--- src/rtl/spike_fire_unit_pkg.sv ---
// Shared types and constants for the spike fire unit and its saturating comparator.
package spike_fire_unit_pkg;

  typedef enum logic [1:0] {
    StIdle,
    StRun,
    StScan,
    StDone
  } state_e;

  localparam int unsigned MEM_W = 16;
  localparam logic signed [MEM_W-1:0] SAT_MAX = 16'sh7FFF;
  localparam logic signed [MEM_W-1:0] SAT_MIN = 16'sh8000;

endpackage

--- src/rtl/spike_sat_cmp.sv ---
// Saturates a post-accumulation voltage using the 17th sum bit, then applies the
// fire-and-subtract rule against the threshold.
module spike_sat_cmp
  import spike_fire_unit_pkg::*;
(
  input  logic signed [MEM_W-1:0] i_mem_vol,
  input  logic                    i_of_flag,
  input  logic signed [MEM_W-1:0] i_threshold,
  output logic signed [MEM_W-1:0] o_vol_next,
  output logic                    o_spike
);

  logic                    w_ovf;
  logic signed [MEM_W-1:0] w_sat;

  always_comb begin
    // Carry disagreeing with the sign bit means the true 17-bit sum is out of range.
    w_ovf = (i_of_flag != i_mem_vol[MEM_W-1]);
    w_sat = i_mem_vol;
    if (w_ovf) begin
      w_sat = i_of_flag ? SAT_MIN : SAT_MAX;
    end
    o_spike    = (w_sat >= i_threshold);
    o_vol_next = o_spike ? (w_sat - i_threshold) : w_sat;
  end

endmodule

--- src/rtl/spike_fire_unit.sv ---
// Spike generation, writeback register, per-neuron spike counting over a window,
// and a sequential argmax scan that reports the winning neuron.
module spike_fire_unit
  import spike_fire_unit_pkg::*;
#(
  parameter int unsigned             NUM_NEURONS   = 20,
  parameter int unsigned             IDX_W         = 5,
  parameter logic signed [MEM_W-1:0] THRESHOLD     = 16'sd256,
  parameter int unsigned             NUM_TIMESTEPS = 16,
  parameter int unsigned             CNT_W         = 8
) (
  input  logic                    i_clk,
  input  logic                    i_rst_n,
  input  logic                    i_start,
  input  logic                    i_in_valid,
  output logic                    o_in_ready,
  input  logic [IDX_W-1:0]        i_in_idx,
  input  logic signed [MEM_W-1:0] i_in_mem_vol,
  input  logic                    i_in_of_flag,
  input  logic                    i_in_last,
  output logic                    o_out_valid,
  input  logic                    i_out_ready,
  output logic [IDX_W-1:0]        o_out_idx,
  output logic signed [MEM_W-1:0] o_out_vol,
  output logic                    o_out_spike,
  output logic                    o_result_valid,
  output logic [IDX_W-1:0]        o_result_idx,
  output logic [CNT_W-1:0]        o_result_cnt,
  output logic                    o_busy
);

  localparam int unsigned TS_W = (NUM_TIMESTEPS > 1) ? $clog2(NUM_TIMESTEPS) : 1;
  localparam logic [CNT_W-1:0] CNT_MAX = {CNT_W{1'b1}};

  state_e                  r_state;
  logic [TS_W-1:0]         r_ts;
  logic [CNT_W-1:0]        r_cnt [NUM_NEURONS];
  logic [IDX_W-1:0]        r_scan_idx;
  logic [IDX_W-1:0]        r_best_idx;
  logic [CNT_W-1:0]        r_best_cnt;
  logic                    r_out_valid;
  logic [IDX_W-1:0]        r_out_idx;
  logic signed [MEM_W-1:0] r_out_vol;
  logic                    r_out_spike;
  logic                    r_result_valid;
  logic [IDX_W-1:0]        r_result_idx;
  logic [CNT_W-1:0]        r_result_cnt;

  logic                    w_in_ready;
  logic                    w_accept;
  logic signed [MEM_W-1:0] w_vol_next;
  logic                    w_spike;
  logic [CNT_W-1:0]        w_scan_cnt;
  logic                    w_scan_better;

  spike_sat_cmp u_sat_cmp (
    .i_mem_vol   (i_in_mem_vol),
    .i_of_flag   (i_in_of_flag),
    .i_threshold (THRESHOLD),
    .o_vol_next  (w_vol_next),
    .o_spike     (w_spike)
  );

  assign w_in_ready = (r_state == StRun) && (!r_out_valid || i_out_ready);
  assign w_accept   = i_in_valid && w_in_ready;

  // Counter read mux for the scan; keeps indexing within the array bounds.
  always_comb begin
    w_scan_cnt = '0;
    for (int i = 0; i < NUM_NEURONS; i++) begin
      if (r_scan_idx == IDX_W'(i)) begin
        w_scan_cnt = r_cnt[i];
      end
    end
    w_scan_better = (w_scan_cnt > r_best_cnt);
  end

  always_ff @(posedge i_clk) begin
    if (!i_rst_n) begin
      r_state        <= StIdle;
      r_ts           <= '0;
      r_scan_idx     <= '0;
      r_best_idx     <= '0;
      r_best_cnt     <= '0;
      r_out_valid    <= 1'b0;
      r_out_idx      <= '0;
      r_out_vol      <= '0;
      r_out_spike    <= 1'b0;
      r_result_valid <= 1'b0;
      r_result_idx   <= '0;
      r_result_cnt   <= '0;
      for (int i = 0; i < NUM_NEURONS; i++) begin
        r_cnt[i] <= '0;
      end
    end else begin
      r_result_valid <= 1'b0;

      if (w_accept) begin
        r_out_valid <= 1'b1;
        r_out_idx   <= i_in_idx;
        r_out_vol   <= w_vol_next;
        r_out_spike <= w_spike;
      end else if (i_out_ready) begin
        r_out_valid <= 1'b0;
      end

      unique case (r_state)
        StIdle: begin
          if (i_start) begin
            r_state <= StRun;
            r_ts    <= '0;
            for (int i = 0; i < NUM_NEURONS; i++) begin
              r_cnt[i] <= '0;
            end
          end
        end

        StRun: begin
          if (w_accept) begin
            // Out-of-range indices never match, so they pass through uncounted.
            for (int i = 0; i < NUM_NEURONS; i++) begin
              if (w_spike && (i_in_idx == IDX_W'(i)) && (r_cnt[i] != CNT_MAX)) begin
                r_cnt[i] <= r_cnt[i] + CNT_W'(1);
              end
            end
            if (i_in_last) begin
              if (r_ts == TS_W'(NUM_TIMESTEPS - 1)) begin
                r_ts       <= '0;
                r_state    <= StScan;
                r_scan_idx <= '0;
                r_best_idx <= '0;
                r_best_cnt <= '0;
              end else begin
                r_ts <= r_ts + TS_W'(1);
              end
            end
          end
        end

        StScan: begin
          // Strict compare keeps the lowest index on ties.
          if (w_scan_better) begin
            r_best_idx <= r_scan_idx;
            r_best_cnt <= w_scan_cnt;
          end
          if (r_scan_idx == IDX_W'(NUM_NEURONS - 1)) begin
            r_state        <= StDone;
            r_result_valid <= 1'b1;
            r_result_idx   <= w_scan_better ? r_scan_idx : r_best_idx;
            r_result_cnt   <= w_scan_better ? w_scan_cnt : r_best_cnt;
          end else begin
            r_scan_idx <= r_scan_idx + IDX_W'(1);
          end
        end

        StDone: begin
          r_state <= StIdle;
          for (int i = 0; i < NUM_NEURONS; i++) begin
            r_cnt[i] <= '0;
          end
        end

        default: r_state <= StIdle;
      endcase
    end
  end

  assign o_in_ready     = w_in_ready;
  assign o_out_valid    = r_out_valid;
  assign o_out_idx      = r_out_idx;
  assign o_out_vol      = r_out_vol;
  assign o_out_spike    = r_out_spike;
  assign o_result_valid = r_result_valid;
  assign o_result_idx   = r_result_idx;
  assign o_result_cnt   = r_result_cnt;
  assign o_busy         = (r_state != StIdle);

endmodule

--- config.mk ---
export PLATFORM = sky130hd
export DESIGN_NAME = spike_fire_unit
export DESIGN_NICKNAME = d
export VERILOG_FILES = /design/src/rtl/spike_fire_unit_pkg.sv /design/src/rtl/spike_sat_cmp.sv /design/src/rtl/spike_fire_unit.sv
export SDC_FILE = /design/constraint.sdc
export NUM_CORES = 1
export LEC_CHECK = 0
export BUFFER_PORTS_ARGS = -buffer_cell sky130_fd_sc_hd__buf_2
export CAP_MARGIN = 0
export CORE_MARGIN = 2
export CORE_UTILIZATION = 29
export DETAILED_ROUTE_END_ITERATION = 8
export SETUP_SLACK_MARGIN = 0.15
export SLEW_MARGIN = 20
export SYNTH_ARGS = -nofsm -noshare
export SYNTH_HDL_FRONTEND = slang
export SYNTH_SLANG_ARGS = --single-unit
--- constraint.sdc ---
create_clock -name i_clk -period 4.1 [get_ports i_clk]
set_clock_uncertainty 0.05 [all_clocks]
set_input_delay 0.615 -clock i_clk [delete_from_list [all_inputs] [get_ports i_clk]]
set_output_delay 0.615 -clock i_clk [all_outputs]
set_load 0.01 [all_outputs]
# --- Word level (Yosys, flattened, before mapping) ---
# Memories as Yosys holds them, arrays and structs flattened.
# Index checks and enable logic that the tools add are counted.
totals:
  ff_bits: 61
  input_bits: 28
  mem_count: 1
  elab_cells: 441
  mem_bits_rw: 160
mem_list:
  columns: ["name", "depth", "width", "rd", "rd_clocked_by_memory_dff", "wr", "line_no", "text"]
  rows:
  - ["r_cnt", 20, 8, 20, 0, 20, "spike_fire_unit.sv:37", "logic [CNT_W-1:0] r_cnt [NUM_NEURONS];"]
op_classes:
  addsub: 23
  order_cmp: 2
  muxes: 217
  eq_ne: 69
  reduce_logical: 57
  n_bitwise: 60
op_table:
  columns: ["op", "count"]
  rows:
  - ["$mux 8", 84]
  - ["$add 8x1->8 const B", 20]
  - ["$ne 8x8->1 const B", 20]
  - ["$mux 1", 111]
  - ["$eq 5x4->1 const B", 16]
  - ["$or 1x1->1", 60]
  - ["$mux 16", 3]
  - ["$logic_and 1x1->1", 42]
  - ["$eq 5x3->1 const B", 8]
  - ["$eq 5x5->1 const B", 8]
  - ["$mux 5", 5]
  - ["$eq 5x2->1 const B", 4]
  - ["$pmux 5 s2", 2]
  - ["$ge 16x10->1 const B", 1]
  - ["$mux 4", 4]
  - ["$pmux 8 s2", 1]
  - ["$sub 16x10->16 const B", 1]
  - ["$eq 5x1->1 const B", 2]
  - ["$logic_not 5->1", 2]
  - ["$mux 2", 5]
  - ["$ne 2x2->1 const B", 5]
  - ["$reduce_and 5->1", 2]
  - ["$gt 8x8->1", 1]
  - ["$pmux 2 s4", 1]
  - ["14 further kinds", 20]

# --- Logic depth before layout (Yosys ltp) ---
# Gate-level depths: netlist of the first run.
logic_depth:
  ltp_word: 24
  depth_mapped: 22

# --- Modules after synthesis ---
# Synthesis of the first run repeated with hierarchy kept, for this count alone.
hier_totals:
  cells_unflattened: 1634
  hier_area_um2: 14655.3
modules_own_cells:
  columns: ["mod", "seq_area_each_um2", "instances", "cells_each", "area_each_um2"]
  rows:
  - ["spike_fire_unit", 6025.8, 1, 1456, 13315.3]
  - ["spike_sat_cmp", 0.0, 1, 178, 1340.0]

# --- Worst setup path after synthesis of the first run ---
# No wires, ideal clock.
synth_path:
  kind: "register to register"
  start: "reg r_scan_idx[0]"
  end: "reg r_best_cnt[6]"
  setup_slack_ns: -0.239
  setup_ns: 0.121
  synth_period_minus_slack_ns: 4.339
  t_required_ns: 3.929
  t_arrival_ns: 4.168
  stages_incl_launch_ff: 19
  path_buffers: 4
  path_cell_list: "dfxtp_1 > ha_1 > buf_2 > buf_2 > buf_1 > and3_1 > ha_1 > clkbuf_1 > a2111oi_0 > o2111ai_1 > nor3_1 > a211oi_1 > ha_1 > and3_1 > and4_1 > a31oi_1 > a21oi_1 > o21ai_0 > a2bb2o_1"
synth_via:
  elab_chain_len: 24
synth_rtl:
  columns: ["item", "line_no", "text"]
  rows:
  - ["start, declared", "spike_fire_unit.sv:38", "logic [IDX_W-1:0] r_scan_idx;"]
  - ["start signal, assigned", "spike_fire_unit.sv:152", "r_scan_idx <= r_scan_idx + IDX_W'(1);"]
  - ["$logic_not 5->1", "spike_fire_unit.sv:71", "if (r_scan_idx == IDX_W'(i)) begin"]
  - ["$mux 8 (19 in series)", "spike_fire_unit.sv:71", null]
  - ["$mux 8 *", "spike_fire_unit.sv:71", null]
  - ["$gt 8x8->1", "spike_fire_unit.sv:75", "w_scan_better = (w_scan_cnt > r_best_cnt);"]
  - ["$mux 8 *", "spike_fire_unit.sv:142", "if (w_scan_better) begin"]
  - ["$pmux 8 s2 *", "spike_fire_unit.sv:107", "unique case (r_state)"]
  - ["end signal, assigned", "spike_fire_unit.sv:144", "r_best_cnt <= w_scan_cnt;"]
  - ["end, declared", "spike_fire_unit.sv:40", "logic [CNT_W-1:0] r_best_cnt;"]
# Every way passes the cells marked *; elsewhere a longest branch is shown, timed or not.
# A chain may end at the register's enable or synchronous reset.

# --- Final worst setup path of the first run ---
layout_path:
  start: "reg r_scan_idx[1]"
  end: "reg r_result_cnt[6] (netlist: o_result_cnt[6])"
layout_via:
  elab_chain_len: 23
layout_rtl:
  columns: ["item", "line_no", "text"]
  rows:
  - ["$logic_not 5->1", "spike_fire_unit.sv:71", null]
  - ["$mux 8 (20 in series)", "spike_fire_unit.sv:71", null]
  - ["$gt 8x8->1", "spike_fire_unit.sv:75", null]
  - ["$mux 8", null, null]
  - ["end signal, assigned", "spike_fire_unit.sv:150", "r_result_cnt <= w_scan_better ? w_scan_cnt : r_best_cnt;"]
  - ["end, declared", "spike_fire_unit.sv:47", "logic [CNT_W-1:0] r_result_cnt;"]
# Parallel ways exist; a longest one is shown, timed or not.

==> summary.txt, run 1 <==
Yosys
  • Mapped Area: 13400 um2
  • Fraction of registers with async set/reset: 0
  • Average size of a mapped cell: 9.00 um2
  • Post-synth top flop: edfxtp_1
  • Synth Warn #: 0
  • #FFs+latches synth: 221
  • Post-synthesis sequential area ratio: 0.449
  • Yosys cell types: 77
  • Synthesized net count: 1560
  • Post-Synthesis Cells: 1490
  • Number of synthesized flops with an enable pin: 160

Timing
  • RSZ-0062 raised after global routing: no
  • Tmin final: 3.81 ns
  • Period utilization: 0.929
  • Worst slew margin: 0.204
  • Worst-margin pin slew: 1.18 ns
  • TNS Setup: 0 ns
  • Final Hold Fails: 0
  • Peak Freq: 0.263 GHz
  • WHS: 0.301 ns
  • Max Transition Viols Final: 0
  • Final Setup Violations: 0

Drt
  • 1st-iter DRT viols: 1025
  • Final wirelength: 41100 um
  • First-pass DRT Iterations: 5
  • DRC viols: 0
  • Detail Route Antenna Nets: 0
  • Via count: 11839
  • Wire per inst: 18.4 um
  • Vias/cell: 5.29

Cells and area
  • Share of cells above drive strength 1: 0.202
  • Finished Core Util: 0.360
  • Final design instance area without fill: 16400 um2
  • FF+latch area: 6040 um2
  • Fillers: 4681
  • Multi-input gate area: 7110 um2
  • Area growth syn-to-layout: 22.0%
  • Fin nets: 1689
  • Non-Filler Instances: 2239
  • Commonest cells after routing, fill and taps aside: nor2_1 (249), edfxtp_1 (160), nand2_1 (126), buf_4 (106), nand3_1 (89)
  • Commonest non-fill, non-tap cell in the layout: nor2_1

Clock tree
  • Clock buffer depth: 3
  • H-tree levels: 1
  • Reg clk slew, reported paths: 0.06 ns
  • TritonCTS sink count: 221
  • Worst skew pair latency: 0.55 ns
  • Total CTS buffers: 26
  • Root buf cell: clkbuf_16
  • CTS tree: done
  • Cts hold-fix bufs: 0

Worst hold path
  • Worst Hold Class: input port to register

Pwr
  • Static leakage: 5.77 nW
  • Peak supply drop: 0.000342 V
  • PwrDens: 507 nW/um2

Global routing
  • Vias in the first global route: 11069
  • Initial antenna violation count: 3
  • Pin count of the biggest net entering global routing: 47
  • Overflow after GRT: 0
  • Gr usage total: 0.167
  • First-pass GRT wire length: 63200 um

Worst setup path
  • CP Class: register to register
  • Worst Path Arrival: 4.21 ns
  • Crit path capture type: register
  • Crit start category: register
  • Critical path required time: 4.50 ns
  • CP max FO: 11

Placement
  • GP Congestion: 0.947
  • Placed wire-length estimate: 31000 um
  • Post-DP Area: 15100 um2
  • Placed Cells: 2185
  • Buffers on Ports: 66

Floorplanning
  • Die area: 48000 um2
  • Initial Util: 0.295
  • Die width: 219 um
  • Ports: 67
  • Die extent in y: 219 um
  • # rows: 78
  • Core ar.: 45500 um2

Run status
  • Outcome: complete, no violations

Run
  • Max-cap violations: 0
==> worst paths after layout <==
kind,to,slack [ns],depth (start not counted),start
worst max-delay path,o_result_cnt[6]$_SDFFE_PN0P_,0.29,18,r_scan_idx[1]$_SDFFE_PN0P_
worst max register to register,o_result_cnt[6]$_SDFFE_PN0P_,0.29,18,r_scan_idx[1]$_SDFFE_PN0P_
worst min-delay path,o_out_idx[4]$_SDFFE_PN0P_,0.30,3,i_in_idx[4]
worst min register to register,o_out_idx[2]$_SDFFE_PN0P_,0.40,2,o_out_idx[2]$_SDFFE_PN0P_
==> cell usage after synthesis, drive strengths merged, types with 25 or more instances <==
master / count / area [um2]
a211oi: 26 / 195
a21oi: 68 / 340
buf: 25 / 130
clkbuf: 58 / 218
dfxtp: 61 / 1220
edfxtp: 160 / 4800
ha: 42 / 526
inv: 55 / 206
nand2: 126 / 473
nand3: 89 / 445
nor2: 250 / 938
nor3: 30 / 150
o21ai: 70 / 350
or2: 29 / 181
xnor2: 55 / 482
xor2: 71 / 622
==> flip-flops by register name, indices dropped and copies added (netlist names) <==
name,count
o_out_spike,1
o_result_idx,5
r_ts,4
r_cnt,160
r_state,2
r_best_idx,5
r_scan_idx,5
o_out_idx,5
r_best_cnt,8
o_result_cnt,8
o_out_valid,1
o_out_vol,16
o_result_valid,1
==> report_power, final <==
part           leakage [nW]  total (W)  internal, W  switching [W]
logic                  3.09    0.00242      0.00107        0.00134
registers              2.24    0.00345      0.00289       0.000556
clock network         0.439    0.00243      0.00148       0.000949
total                  5.77    0.00830      0.00545        0.00285
==> through the flow <==
step | setup WS, ns | total power [W]
floorplan | 0.175 | 0.00463
global placement | -0.177 | 0.00555
detailed placement | -0.235 | 0.00558
CTS | 0.153 | 0.00821
global route | 0.142 | 0.00869
finish | 0.291 | 0.00830
==> layout make-up <==
type | instances | area share
diodes | 1 | 0.000153
clock buffers | 32 | 0.0437
clock inverters | 15 | 0.0106
inverters | 56 | 0.0132
multi-input cells | 1130 | 0.435
flip-flops and latches | 221 | 0.369
well taps | 600 | 0.0459
repair buffers | 184 | 0.0823
==> logic make-up after synthesis <==
group / after synthesis / share of synthesized area
AOI/OAI and AO/OA: 289 / 0.143
xor gates and xnor gates: 126 / 0.0823
adders and majority gates: 42 / 0.0392
buffers and inverters: 139 / 0.0416
DFF: 221 / 0.449
muxes: 3 / 0.00233
and+or+nand+nor: 670 / 0.242
==> metal layers <==
metal | wire (um) | up-vias | GRT usage
met5 | 0 | - | 0
met4 | 828 | 0 | 0.0455
met3 | 2650 | 52 | 0.0201
met2 | 18700 | 404 | 0.266
met1 | 18900 | 5754 | 0.240
li1 | - | 5629 | -
==> critical path: stages, from the launching register on <==
cell      delay, ns
dfxtp_4        0.39
inv_4          0.06
ha_4           0.18
buf_12         0.15
nor2b_1        0.14
o21bai_2       0.23
o311ai_2       0.16
or4_4          0.54
a31oi_1        0.19
buf_4          0.15
ha_4           0.19
and3_4         0.14
and4_1         0.20
a31oi_2        0.17
buf_4          0.15
and2_4         0.18
buf_12         0.12
nand2_1        0.05
a311oi_1       0.27
==> repair_timing <==
action / in CTS / in global routing
setup buffers: 1 / 4
cloned: 1 / 0
resized for setup: 32 / 40
setup endpoints to repair: 26 / 26
pin swaps: 6 / 14
Power figures use the tool's default switching activity.
==> run 2, diff against run 1 <==
--- a/config.mk
+++ b/config.mk
@@ -14,4 +14,5 @@
 export SLEW_MARGIN = 20
 export SYNTH_ARGS = -nofsm -noshare
 export SYNTH_HDL_FRONTEND = slang
+export SYNTH_HIERARCHICAL = 1
 export SYNTH_SLANG_ARGS = --single-unit
==> run 2 against run 1 <==
  * Flip-flop and latch count unchanged
  * Synthesized cell count grew 9.7%
  * Sequential power shrank 1%
  * Non-clock buffer count grew 44
  * Fmax down 2.6%
  * Largest cell class unchanged
  * Highest routed layer unchanged
==> summary.txt, run 2 <==
Timing
  • Final Hold Fails: 0 (unchanged)
  • Max Transition Viols Final: 0 (unchanged)
  • Worst-margin pin slew: 1.09 ns (-0.0880 ns)
  • Period utilization: 0.954 (+0.0250)
  • Tmin final: 3.91 ns (+0.103 ns)
  • Peak Freq: 0.256 GHz (-2.6%)
  • Worst slew margin: 0.269 (+0.0652)
  • Final Setup Violations: 0 (unchanged)
  • RSZ-0062 raised after global routing: yes

Yosys
  • Post-synth top area cell: edfxtp_1
  • Most frequent cell after synthesis: nor2_1
  • Mapped Area: 14700 um2 (+9.3%)
  • Synth Warn #: 6 (+6)
  • Average size of a mapped cell: 8.97 um2 (-0.34%)
  • Post-synthesis sequential area ratio: 0.411 (-0.0382)
  • Post-synth top cells: nor2_1 (232), edfxtp_1 (160), nand2_1 (159)
  • Post-synth top flop: edfxtp_1
  • Area contributors post-synth: edfxtp_1 (33%), dfxtp_1 (8.3%), nor2_1 (5.9%), ha_1 (4.8%), xor2_1 (4.1%)
  • Post-Synthesis Cells: 1634 (+9.7%)
  • Fraction of registers with async set/reset: 0 (unchanged)
  • Yosys cell types: 99 (+29%)
  • #FFs+latches synth: 221 (unchanged)
  • Number of synthesized flops with an enable pin: 160 (unchanged)
  • Post-synth top area share: 0.328 (-0.0305)

Cells and area
  • Share of cells above drive strength 1: 0.213 (+0.0113)
  • Antenna diodes: 0 (-1)
  • Fillers: 5099 (+8.9%)
  • Commonest non-fill, non-tap cell in the layout: nor2_1
  • Fin nets: 1901 (+13%)
  • Commonest cells after routing, fill and taps aside: nor2_1 (230), edfxtp_1 (160), nand2_1 (158), buf_4 (145), a21oi_1 (104)
  • Multi-input gate area: 8310 um2 (+17%)
  • Non-Filler Instances: 2509 (+12%)
  • Max reg flops: 160 (unchanged)
  • FF+latch area: 6030 um2 (-0.12%)
  • Area growth syn-to-layout: 23.5%
  • Top reg by flops: r_cnt

Pwr
  • PwrDens: 486 nW/um2 (-4.2%)
  • Static leakage: 6.79 nW (+18%)
  • Pwr Total: 0.00879 W (+5.9%)
  • Peak supply drop: 0.000326 V (-4.9%)

Worst setup path
  • Crit path capture type: register
  • R2r setup slk: 0.19 ns (-0.10 ns)
  • Crit start category: register
  • Worst Path Arrival: 4.32 ns (+0.11 ns)
  • CP max FO: 11 (unchanged)
  • Critical path required time: 4.51 ns (about the same)
  • CP Class: register to register

Clock tree
  • Root buf cell: clkbuf_16
  • H-tree levels: 1 (unchanged)
  • Cts hold-fix bufs: 0 (unchanged)
  • Worst skew pair latency: 0.57 ns (+0.02 ns)
  • TritonCTS sink count: 221 (unchanged)
  • CTS tree: done
  • Reg clk slew, reported paths: 0.07 ns (about the same)
  • Clock buffer depth: 3 (unchanged)
  • Total CTS buffers: 27 (+3.8%)

Global routing
  • First-pass GRT wire length: 69400 um (+9.9%)
  • Overflow after GRT: 0 (unchanged)
  • Pin count of the biggest net entering global routing: 49 (+4.3%)
  • Vias in the first global route: 12707 (+15%)
  • Initial antenna violation count: 0 (-3)
  • Gr usage total: 0.164 (-0.00391)

Placement
  • Placed Cells: 2451 (+12%)
  • Placed wire-length estimate: 34000 um (+9.5%)
  • Buffers on Ports: 66 (unchanged)
  • GP Congestion: 0.961 (+1.5%)

Floorplanning
  • Initial Util: 0.293 (-0.00214)
  • # rows: 82 (+5.1%)
  • Die width: 229 um (+4.5%)
  • Die extent in y: 229 um (+4.5%)
  • Core ar.: 50100 um2 (+10%)
  • Ports: 67 (unchanged)
  • Die area: 52300 um2 (+9.1%)

Drt
  • Vias/cell: 5.19 (-1.8%)
  • DRC viols: 0 (unchanged)
  • Final wirelength: 44400 um (+8.1%)
  • Detail Route Antenna Nets: 0 (unchanged)
  • Wire per inst: 17.7 um (-3.6%)
  • 1st-iter DRT viols: 938 (-8.5%)
  • First-pass DRT Iterations: 7 (+2)
  • Via count: 13032 (+10%)

Run status
  • Outcome: complete, no violations

Worst hold path
  • Worst Hold Class: input port to register

Run
  • Max-cap violations: 0 (unchanged)
-- run 2: cell types whose count changed in the layout (fill, tap and decap cells not counted), sizes merged, moves of 14 or more --
| cell | before | now |
|---|---|---|
| a21oi | 68 | 115 |
| or2 | 29 | 10 |
| nand2 | 126 | 161 |
| inv | 55 | 77 |
| nor2 | 250 | 233 |
| conb | 0 | 16 |
| buf | 184 | 228 |
| nand3 | 89 | 103 |
| and3 | 11 | 29 |
| a21o | 2 | 21 |
| a211oi | 26 | 7 |
| ha | 42 | 56 |
| o21ai | 70 | 53 |
-- run 2: power by group --
group / total [W] / switching (W) / internal, W
combinational: 0.00281 / 0.00154 / 0.00127
clock: 0.00257 / 0.00102 / 0.00155
sequential: 0.00341 / 0.000534 / 0.00288
total: 0.00879 / 0.00309 / 0.00570
-- run 2: layer usage --
metal | global-route usage | routed length, um | vias to the layer above
met3 | 0.0200 | 2330 | 117
met1 | 0.212 | 19300 | 6265
li1 | - | - | 6209
met5 | 0 | 0 | -
met2 | 0.269 | 20600 | 441
met4 | 0.0810 | 2140 | 0
-- run 2: final cells by class --
type | count | area share
inverter | 75 | 0.0156
clock inverter | 16 | 0.00954
timing repair buffer | 228 | 0.0925
multi-input combinational | 1263 | 0.459
clock buffer | 34 | 0.0434
tap | 672 | 0.0465
sequential | 221 | 0.333
-- run 2: per-stage QoR --
step / utilization / setup TNS [ns] / cell area, um2 / hold slack [ns] / setup WS [ns]
3_5_place_dp: 0.334 / -1.34 / 16700 / 0.396 / -0.0987
6_report: 0.361 / 0 / 18100 / 0.316 / 0.188
4_1_cts: 0.356 / 0 / 17800 / 0.302 / 0.156
5_1_grt: 0.361 / 0 / 18100 / 0.336 / 0.0916
3_3_place_gp: 0.334 / -0.995 / 16700 / 0.389 / -0.0705
2_1_floorplan: - / 0 / 14800 / 0.399 / 0.0536
-- run 2: worst paths after layout --
| check | from | endpoint | cells after the start |
|---|---|---|---|
| setup / recovery | r_scan_idx[0]$_SDFFE_PN0P_ | r_best_cnt[6]$_SDFFE_PN0P_ | 18 |
| hold / removal | i_in_idx[3] | o_out_idx[3]$_SDFFE_PN0P_ | 3 |
| setup reg to reg | r_scan_idx[0]$_SDFFE_PN0P_ | r_best_cnt[6]$_SDFFE_PN0P_ | 18 |
| hold reg to reg | o_out_vol[9]$_SDFFE_PN0P_ | o_out_vol[9]$_SDFFE_PN0P_ | 2 |
-- run 2: worst max-delay path, cell delays in order, from the launching register on --
cell,delay (ns)
dfxtp_2,0.33
inv_1,0.09
ha_2,0.25
buf_4,0.22
buf_4,0.17
nor4bb_1,0.26
buf_4,0.20
a21oi_1,0.07
a211oi_2,0.31
o21a_1,0.20
nor2_1,0.06
ha_1,0.33
nand3_2,0.12
o21bai_4,0.20
a31oi_4,0.22
buf_6,0.15
a21oi_4,0.06
o21ai_4,0.21
a2bb2o_1,0.29
-- run 2: cell families after synthesis --
family          synth area share
simple gates               0.235
flops                      0.411
other cells             0.000512
fa+ha+maj                 0.0492
compound gates             0.157
mux                       0.0156
xor+xnor                  0.0807
buf+inv                   0.0508
-- run 2: repair_timing --
action	in CTS	in global routing
buffers inserted	1	6
pin swaps	7	24
cloned	0	1
resized for setup	33	44
endpoints found under the setup margin	26	36
==> run 3, diff against run 2 <==
--- a/config.mk
+++ b/config.mk
@@ -5,6 +5,7 @@
 export SDC_FILE = /design/constraint.sdc
 export NUM_CORES = 1
 export LEC_CHECK = 0
+export ABC_AREA = 1
 export BUFFER_PORTS_ARGS = -buffer_cell sky130_fd_sc_hd__buf_2
 export CAP_MARGIN = 0
 export CORE_MARGIN = 2
==> run 3 against run 2 <==
  * Worst hold slack better by 0.020 ns
  * Cell count up 10%
  * Combinational power decreased by 29%
  * Area after synthesis shrank 1.7%
  * Via count fell by 0.81%
  * Non-clock buffer count shrank 81
  * Design area shrank 3.5%
  * Critical path depth rose by 16
  * Register-to-register slack better by 0.02 ns
  * Flip-flop and latch count unchanged
  * First-iteration DRC count decreased by 4.6%
  * Utilization decreased by 0.47 points
  * Critical endpoint is now r_best_cnt[0]$_SDFFE_PN0P_
  * Largest power group unchanged
==> summary.txt, run 3 <==
Timing
  • Max Transition Viols Final: 0 (unchanged)
  • Worst-margin pin slew: 0.924 ns (-0.170 ns)
  • Tmin final: 3.89 ns (-0.0218 ns)
  • TNS Setup: 0 ns (unchanged)
  • Worst slew margin: 0.368 (+0.0993)
  • Final Hold Fails: 0 (unchanged)
  • Final Setup Violations: 0 (unchanged)
  • Period utilization: 0.949 (-0.00532)
  • Peak Freq: 0.257 GHz (+0.56%)
  • RSZ-0062 raised after global routing: yes

Drt
  • DRC viols: 0 (unchanged)
  • First-pass DRT Iterations: 5 (-2)
  • Detail Route Antenna Nets: 0 (unchanged)
  • 1st-iter DRT viols: 895 (-4.6%)
  • Final wirelength: 39000 um (-12%)
  • Wire per inst: 14.1 um (-20%)
  • Vias/cell: 4.67 (-10%)
  • Via count: 12927 (-0.81%)

Run status
  • Outcome: complete, no violations

Floorplanning
  • Die extent in y: 227 um (-0.84%)
  • Ports: 67 (unchanged)
  • Die area: 51500 um2 (-1.7%)
  • Initial Util: 0.294 (+0.00159)
  • Core ar.: 49000 um2 (-2.2%)
  • # rows: 81 (-1.2%)
  • Die width: 227 um (-0.84%)

Clock tree
  • CTS tree: done
  • Cts hold-fix bufs: 0 (unchanged)
  • TritonCTS sink count: 221 (unchanged)
  • Root buf cell: clkbuf_16
  • Total CTS buffers: 27 (unchanged)
  • H-tree levels: 1 (unchanged)
  • Reg clk slew, reported paths: 0.06 ns (about the same)
  • Worst skew pair latency: 0.56 ns (about the same)
  • Clock buffer depth: 3 (unchanged)

Global routing
  • Pin count of the biggest net entering global routing: 41 (-16%)
  • First-pass GRT wire length: 62600 um (-9.9%)
  • Initial antenna violation count: 2 (+2)
  • Overflow after GRT: 0 (unchanged)
  • Vias in the first global route: 12491 (-1.7%)
  • Gr usage total: 0.150 (-0.0140)

Yosys
  • Post-synth top area share: 0.334 (+0.00567)
  • Synth Warn #: 6 (unchanged)
  • Most frequent cell after synthesis: nand2_1
  • Post-Synthesis Cells: 1925 (+18%)
  • Average size of a mapped cell: 7.48 um2 (-17%)
  • Fraction of registers with async set/reset: 0 (unchanged)
  • Post-synth top area cell: edfxtp_1
  • Number of synthesized flops with an enable pin: 160 (unchanged)
  • Post-synth top flop: edfxtp_1
  • #FFs+latches synth: 221 (unchanged)
  • Area contributors post-synth: edfxtp_1 (33%), nand2_1 (13%), dfxtp_1 (8.5%), inv_1 (7.5%), nor2_1 (6.1%)
  • Post-synthesis sequential area ratio: 0.418 (+0.00711)
  • Yosys cell types: 46 (-54%)
  • Mapped Area: 14400 um2 (-1.7%)
  • Post-synth top cells: nand2_1 (496), inv_1 (286), nor2_1 (233)

Worst hold path
  • Hold path start: i_in_idx[4]
  • Worst Hold Class: input port to register

Run
  • Max-cap violations: 0 (unchanged)

Pwr
  • Net Sw Power: 0.00266 W (-14%)
  • Clock network fraction of design power: 0.317 (+0.024)
  • Sw Ratio: 0.350 (-0.00217)
  • Pwr Total: 0.00762 W (-13%)
  • Peak supply drop: 0.000319 V (-2.0%)
  • Comb pwr share: 0.261 (-0.058)
  • Sequential share of power: 0.422 (+0.034)
  • Internal Power: 0.00495 W (-13%)
  • Static leakage: 7.49 nW (+10%)
  • PwrDens: 436 nW/um2 (-10%)

Worst setup path
  • CP Class: register to register
  • Max stage delay on crit path: 0.37 ns (+0.04 ns)
  • Slowest CP cell: dfxtp_4
  • FF-to-FF Start: r_scan_idx[0]$_SDFFE_PN0P_
  • Crit start category: register
  • Crit path capture type: register
  • CP max FO: 8 (-3)
  • Critical path required time: 4.47 ns (-0.04 ns)
  • CP startpoint: r_scan_idx[0]$_SDFFE_PN0P_
  • Worst Path Arrival: 4.26 ns (-0.06 ns)

Cells and area
  • Fin nets: 2165 (+14%)
  • Non-Filler Instances: 2766 (+10%)
  • Share of cells above drive strength 1: 0.168 (-0.0449)
  • Finished Core Util: 0.357 (-0.00471)
  • Commonest non-fill, non-tap cell in the layout: nand2_1
  • Commonest cells after routing, fill and taps aside: nand2_1 (467), inv_1 (277), nor2_1 (230), edfxtp_1 (160), nand3_1 (119)
  • Max reg flops: 160 (unchanged)
  • FF+latch area: 6030 um2 (about the same)
  • Fillers: 5117 (+0.35%)
  • Multi-input gate area: 7590 um2 (-8.6%)
  • Top reg by flops: r_cnt
  • Area growth syn-to-layout: 21.2%

Placement
  • GP Congestion: 0.892 (-7.2%)
  • Placed Cells: 2694 (+9.9%)
  • Placed wire-length estimate: 29200 um (-14%)
  • Buffers on Ports: 66 (unchanged)
run 3: changes by cell type after synthesis, sizes merged, moves of 19 or more:
| cell | delta |
|---|---|
| a21o | -19 |
| a21oi | -51 |
| and3 | -27 |
| buf | -33 |
| clkbuf | -20 |
| inv | +217 |
| nand2 | +355 |
| nand2b | -24 |
| nand3 | +49 |
| nand4 | +38 |
| nor2b | -25 |
| nor3b | +23 |
| o21ai | +36 |
| xnor2 | -52 |
run 3: kinds of logic (layout without fill, tap and decap cells):
kind of cell,Yosys count,count (layout),share of synthesized area
compound gates,183,183,0.0694
other cells,2,17,0.000521
flops,221,221,0.418
fa+ha+maj,57,57,0.0500
buf+inv,330,491,0.0890
xor+xnor,88,88,0.0535
simple gates,1044,1045,0.319
run 3: power groups by stage:
stage	registers [W]	logic [W]	clock network [W]
global route	0.00327	0.00223	0.00255
finish	0.00321	0.00199	0.00241
floorplan	0.00314	0.00125	0
global placement	0.00324	0.00179	0
detailed placement	0.00325	0.00181	0
CTS	0.00321	0.00185	0.00247
run 3: worst max-delay path: cells and delay by family, from the launching register on:
family          cells  cell delay [ns]
buf+inv             4             0.21
fa+ha+maj           2             0.32
compound gates      5             0.48
flops               1             0.37
simple gates       23             2.31
run 3: per-stage QoR:
step                      setup WS [ns]  hold slack, ns  area, um2
after CTS                         0.154           0.313      17100
final                             0.210           0.336      17500
after detailed placement         -0.152           0.405      15900
after global placement          -0.0941           0.399      15900
after global routing            -0.0815           0.322      17500
after floorplan                   0.172           0.387      14500
run 3: final cells by class:
type | instances | share of cell area
diodes | 1 | 0.000143
well taps | 664 | 0.0476
repair buffers | 147 | 0.0555
inverters | 294 | 0.0646
flip-flops and latches | 221 | 0.346
clock buffers | 38 | 0.0468
multi-input cells | 1389 | 0.435
clock inverters | 12 | 0.00494
run 3: path summary, 6_finish.rpt:
check	endpoint	slack [ns]	depth (start not counted)
max	r_best_cnt[0]$_SDFFE_PN0P_	0.21	34
min reg2reg	o_out_vol[4]$_SDFFE_PN0P_	0.41	2
max reg2reg	r_best_cnt[0]$_SDFFE_PN0P_	0.21	34
min	o_out_idx[4]$_SDFFE_PN0P_	0.34	3
run 3: repair_timing:
item / 4_1_cts / 5_1_grt
pin swaps: 23 / 48
resized for setup: 57 / 85
setup buffers: 8 / 12
setup endpoints to repair: 26 / 27
cloned: 0 / 1
run 3: routing by layer:
| metal | vias up | GRT usage | wire, um |
|---|---|---|---|
| li1 | 6528 | - | - |
| met1 | 6016 | 0.197 | 17700 |
| met2 | 318 | 0.258 | 18300 |
| met3 | 63 | 0.0224 | 2160 |
| met4 | 2 | 0.0331 | 825 |
| met5 | - | 0 | 13 |
